--- src/rtl/rot_share_pkg.sv ---
`default_nettype none
// ----------------------------------------------------------------------------
// rot_share_pkg: shared types for the rotator share arbiter | Rev 1.0
// ----------------------------------------------------------------------------
package rot_share_pkg;

   typedef enum logic [1:0] {
      IDLE = 2'd0,
      EXEC = 2'd1,
      RESP = 2'd2
   } state_t;

   localparam logic DIR_LEFT  = 1'b0;
   localparam logic DIR_RIGHT = 1'b1;

endpackage
`default_nettype wire

--- src/rtl/rot_left_core.sv ---
`default_nettype none
// ----------------------------------------------------------------------------
// rot_left_core: combinational log2(DATA_W)-stage rotate-left | Rev 1.0
// ----------------------------------------------------------------------------
module rot_left_core #(
   parameter  int DATA_W = 8,
   localparam int AMT_W  = $clog2(DATA_W)
) (
   input  logic [DATA_W-1:0] a,
   input  logic [AMT_W-1:0]  amt,
   output logic [DATA_W-1:0] y
);

   logic [DATA_W-1:0] stage_val;

   // Stage s rotates by 2**s when amt[s] is set; the loop unrolls into a barrel.
   always_comb begin
      stage_val = a;
      for (int s = 0; s < AMT_W; s++) begin
         if (amt[s]) begin
            stage_val = (stage_val << (1 << s)) | (stage_val >> (DATA_W - (1 << s)));
         end
      end
      y = stage_val;
   end

endmodule
`default_nettype wire

--- src/rtl/rotator_share_arbiter.sv ---
`default_nettype none
// ----------------------------------------------------------------------------
// rotator_share_arbiter: round-robin share of one rotator by two requesters | Rev 1.0
// ----------------------------------------------------------------------------
module rotator_share_arbiter
   import rot_share_pkg::*;
#(
   parameter  int DATA_W = 8,
   localparam int AMT_W  = $clog2(DATA_W)
) (
   input  logic              clk,
   input  logic              reset,
   input  logic              req0_valid,
   output logic              req0_ready,
   input  logic [DATA_W-1:0] req0_data,
   input  logic [AMT_W-1:0]  req0_amt,
   input  logic              req0_dir,
   input  logic              req1_valid,
   output logic              req1_ready,
   input  logic [DATA_W-1:0] req1_data,
   input  logic [AMT_W-1:0]  req1_amt,
   input  logic              req1_dir,
   output logic              resp_valid,
   input  logic              resp_ready,
   output logic [DATA_W-1:0] resp_data,
   output logic              resp_id
);

   state_t            state;
   state_t            state_nx;
   logic              rr_ptr;
   logic              any_valid;
   logic              gnt_id;
   logic              accept;
   logic [DATA_W-1:0] cap_data;
   logic [AMT_W-1:0]  cap_amt;
   logic              cap_dir;
   logic              cap_id;
   logic [AMT_W-1:0]  eff_amt;
   logic [DATA_W-1:0] rot_y;

   // Ready is held low while reset is asserted so no requester sees a phantom transfer.
   always_comb begin
      any_valid  = req0_valid | req1_valid;
      gnt_id     = (req0_valid & req1_valid) ? rr_ptr : req1_valid;
      accept     = (state == IDLE) & any_valid & ~reset;
      req0_ready = accept & ~gnt_id;
      req1_ready = accept & gnt_id;

      state_nx = state;
      case (state)
         IDLE:    if (accept) state_nx = EXEC;
         EXEC:    state_nx = RESP;
         RESP:    if (resp_ready) state_nx = IDLE;
         default: state_nx = IDLE;
      endcase
   end

   always_ff @(posedge clk) begin
      if (reset) begin
         state <= IDLE;
      end else begin
         state <= state_nx;
      end
   end

   // A right rotate by n equals a left rotate by (DATA_W - n) mod DATA_W, i.e. -n in AMT_W bits.
   always_comb begin
      eff_amt = cap_amt;
      case (cap_dir)
         DIR_LEFT:  eff_amt = cap_amt;
         DIR_RIGHT: eff_amt = (~cap_amt) + AMT_W'(1);
         default:   eff_amt = cap_amt;
      endcase
   end

   rot_left_core #(
      .DATA_W (DATA_W)
   ) u_rot_left_core (
      .a   (cap_data),
      .amt (eff_amt),
      .y   (rot_y)
   );

   always_ff @(posedge clk) begin
      if (reset) begin
         rr_ptr     <= 1'b0;
         cap_data   <= '0;
         cap_amt    <= '0;
         cap_dir    <= 1'b0;
         cap_id     <= 1'b0;
         resp_valid <= 1'b0;
         resp_data  <= '0;
         resp_id    <= 1'b0;
      end else begin
         if (accept) begin
            cap_data <= gnt_id ? req1_data : req0_data;
            cap_amt  <= gnt_id ? req1_amt  : req0_amt;
            cap_dir  <= gnt_id ? req1_dir  : req0_dir;
            cap_id   <= gnt_id;
         end
         if (state == EXEC) begin
            resp_data  <= rot_y;
            resp_id    <= cap_id;
            resp_valid <= 1'b1;
         end
         if ((state == RESP) && resp_ready) begin
            resp_valid <= 1'b0;
            rr_ptr     <= ~resp_id;
         end
      end
   end

   // A pending request must keep valid and payload steady until it is accepted.
   a_req0_hold : assert property (@(posedge clk) disable iff (reset)
      (req0_valid && !req0_ready) |=> (req0_valid && $stable(req0_data)
                                       && $stable(req0_amt) && $stable(req0_dir)));
   a_req1_hold : assert property (@(posedge clk) disable iff (reset)
      (req1_valid && !req1_ready) |=> (req1_valid && $stable(req1_data)
                                       && $stable(req1_amt) && $stable(req1_dir)));

endmodule
`default_nettype wire

--- config.mk ---
export PLATFORM = sky130hd
export DESIGN_NAME = rotator_share_arbiter
export DESIGN_NICKNAME = d
export VERILOG_FILES = /design/src/rtl/rot_share_pkg.sv /design/src/rtl/rot_left_core.sv /design/src/rtl/rotator_share_arbiter.sv
export SDC_FILE = /design/constraint.sdc
export NUM_CORES = 1
export LEC_CHECK = 0
export ABC_AREA = 1
export BUFFER_PORTS_ARGS = -buffer_cell sky130_fd_sc_hd__buf_2
export CAP_MARGIN = 0
export CORE_MARGIN = 1
export CORE_UTILIZATION = 48
export CTS_BUF_LIST = sky130_fd_sc_hd__clkbuf_8
export CTS_CLUSTER_DIAMETER = 120
export DETAILED_ROUTE_END_ITERATION = 16
export HOLD_SLACK_MARGIN = 0.06
export PLACE_DENSITY = 0.81
export SYNTH_ARGS = -nofsm -noshare
export SYNTH_HDL_FRONTEND = slang
export SYNTH_HIERARCHICAL = 1
export SYNTH_SLANG_ARGS = --single-unit
--- constraint.sdc ---
create_clock -name clk -period 1.6 [get_ports clk]
set_input_delay 0 -clock clk [delete_from_list [all_inputs] [get_ports clk]]
set_output_delay 0 -clock clk [all_outputs]
set_load 0.005 [all_outputs]
==> flow_summary.json <==
{
  "status": "complete, no violations",
  "synth-seq-cells": 26,
  "synth_fp_nets": 257,
  "crit_type": "register to register",
  "cp.required_ns": 1.78,
  "grt_max_degree": 16,
  "pin_count": 41,
  "via_per_inst": 5.46,
  "fin_nets": 305,
  "p_total_mw": 1.75,
  "met2_length_um": 1870,
  "pre_cts_ws_ns": -0.0198,
  "register_area_sq_um": 523,
  "grt-ovfl-total": 0,
  "post_dp_cell_area_sq_um": 1690,
  "root_buffer": "clkbuf_8",
  "multi_input_area_sq_um": 1010,
  "cts.clk_slew.worst_paths_ns": 0.09,
  "drt-initial-drc-count": 45,
  "wl_met3_um": 174,
  "antenna_found_initial": 0,
  "dieArea_sq_um": 3320,
  "area_delta_synth_final_pct": 36.4,
  "tns_ns": 0,
  "routed_wl_um": 3730,
  "start_util": 0.521,
  "num-fill-cells": 265,
  "h-tree-depth": 1,
  "hold_path.class": "input pin to register",
  "final_common_cell": "nand2_1",
  "clock.fmax_ghz": 0.634,
  "slowest_delay_ns": 0.34,
  "max-cap-violations": 0,
  "gp_congestion": 1.00,
  "crit_path_start_kind": "register",
  "clk_latency_ns": 0.27,
  "synth-warning-count": 6,
  "dp_hpwl_um": 2370,
  "finalCritPeriodShare": 0.985,
  "grt_first_pass_wirelength_um": 5730,
  "ant_nets": 0,
  "fin_ws_ns": 0.0239,
  "num_rows": 19,
  "synth-seq-area-share": 0.350,
  "syn-cell-area_sq_um": 1490,
  "hold_viol_final": 0,
  "port_buffers": 40,
  "wire_per_inst_um": 12.2,
  "worst_clock_skew_ns": 0.00566,
  "power.leakage_nw": 0.956,
  "die_w_um": 57.7,
  "die_height_um": 57.7,
  "diodes": 0,
  "finalSetupViolCount": 0,
  "cpMaxStageDelayCell": "dfxtp_2",
  "grt_pass1_vias": 1447,
  "cts_tree": "built",
  "finalInstanceArea_sq_um": 2030,
  "met1_length_um": 1580,
  "mostFrequentLayoutCells": "nand2_1 (69), buf_2 (40), dfxtp_1 (24)",
  "drive_gt1_frac": 0.350,
  "ir_drop_uv": 837,
  "setup.worst_path.end_class": "register",
  "drt_pass1_iterations": 4,
  "worst_pin_slew_ns": 0.461,
  "p_per_area_nw_per_um2": 861,
  "crit_chain": "inv_2, ha_4, nand2_2, o21ai_2, buf_6, nand3_2, nand3_1, nand2_1, o21ai_1, nor2_1",
  "synthCells": 227,
  "grt_usage": 0.218,
  "post-route-min-period_ns": 1.58,
  "yosysUniqueCellTypes": 23,
  "top_layer": "met4",
  "cts_sinks": 26,
  "syn_area_per_cell_sq_um": 6.55,
  "arrival_ns": 1.75,
  "num_vias": 1666,
  "route.detailed.drc": 0,
  "fin_util": 0.711,
  "core_area_sq_um": 2850,
  "crit_fanout": 8,
  "cts_buffers": 3,
  "clock_path_buffers": 2,
  "slew_headroom": 0.691,
  "slew_violations": 0
}
-- kinds of logic after synthesis --
logic type,count (synthesis),share of synthesized area
xor+xnor,1,0.00589
flops,26,0.350
simple gates,146,0.448
compound gates,29,0.101
buf+inv,24,0.0867
fa+ha+maj,1,0.00842
-- flip-flops by register name (all words and copies together), names as in the netlist --
| register | cells |
|---|---|
| state | 2 |
| resp_data | 8 |
| cap_id | 1 |
| resp_valid | 1 |
| cap_dir | 1 |
| rr_ptr | 1 |
| resp_id | 1 |
| cap_data | 8 |
| cap_amt | 3 |
-- power breakdown --
group	total (mW)	switching, mW	internal [mW]
combinational	0.472	0.277	0.195
sequential	0.735	0.0335	0.702
clock	0.540	0.205	0.335
total	1.75	0.516	1.23
-- timing repair --
| action | 4_1_cts | 5_1_grt |
|---|---|---|
| gates resized for setup | 2 | 45 |
| hold endpoints to repair | 8 | 0 |
| endpoints found under the setup margin | 3 | 9 |
| buffers inserted | 0 | 2 |
| pin swaps | 0 | 15 |
| hold buffers | 7 | 0 |
-- synth_stat cells --
master / n / area share
buf_4: 1 / 0.0051
inv_2: 1 / 0.0025
inv_8: 1 / 0.0076
a21oi_1: 16 / 0.054
o211a_1: 1 / 0.0067
o21ai_0: 12 / 0.040
nand3_1: 41 / 0.14
buf_6: 3 / 0.023
nand2_1: 70 / 0.18
ha_1: 1 / 0.0084
clkinv_1: 1 / 0.0025
dfxtp_1: 26 / 0.35
nor2_1: 19 / 0.048
nand3b_1: 1 / 0.0051
xor2_1: 1 / 0.0059
nand2_2: 9 / 0.038
nor2_2: 1 / 0.0042
nor3_4: 1 / 0.011
buf_2: 4 / 0.013
nand3_2: 4 / 0.027
inv_1: 10 / 0.025
clkbuf_1: 2 / 0.0051
buf_1: 1 / 0.0025
-- per-stage QoR --
stage	hold WS (ns)	std cells
floorplan	0.0691	227
global placement	0.296	292
detailed placement	0.307	292
CTS	0.0606	303
global route	0.0890	305
finish	0.0594	305
-- path summary, 6_finish.rpt --
kind / cells past startpoint / end / start / slack (ns)
max: 10 / resp_data[3] / cap_amt[1] / 0.02
min reg2reg: 2 / rr_ptr / rr_ptr / 0.47
min: 5 / cap_data[0] / req0_data[0] / 0.06
max reg2reg: 10 / resp_data[3] / cap_amt[1] / 0.02
-- critical path: cells and delay by family, from the launching register on --
kind	cells	cell delay (ns)
AND/OR/NAND/NOR	5	0.38
flip-flops	1	0.34
buffers and inverters	2	0.28
adder cells (fa/ha/maj)	1	0.26
AO/OA/AOI/OAI	2	0.22
-- area by class of cell --
cell class | instances | share of cell area
multi-input cells | 177 | 0.498
flip-flops and latches | 26 | 0.258
repair buffers | 54 | 0.161
inverters | 13 | 0.0290
clock buffers | 3 | 0.0204
well taps | 31 | 0.0191
clock inverters | 1 | 0.0148
-- routing by layer --
| layer | vias up | GRT usage |
|---|---|---|
| li1 | 836 | - |
| met1 | 753 | 0.257 |
| met2 | 62 | 0.400 |
| met3 | 15 | 0.0469 |
| met4 | 0 | 0.0578 |
| met5 | - | 0 |
Note: power is estimated with default switching activity, not from simulation.
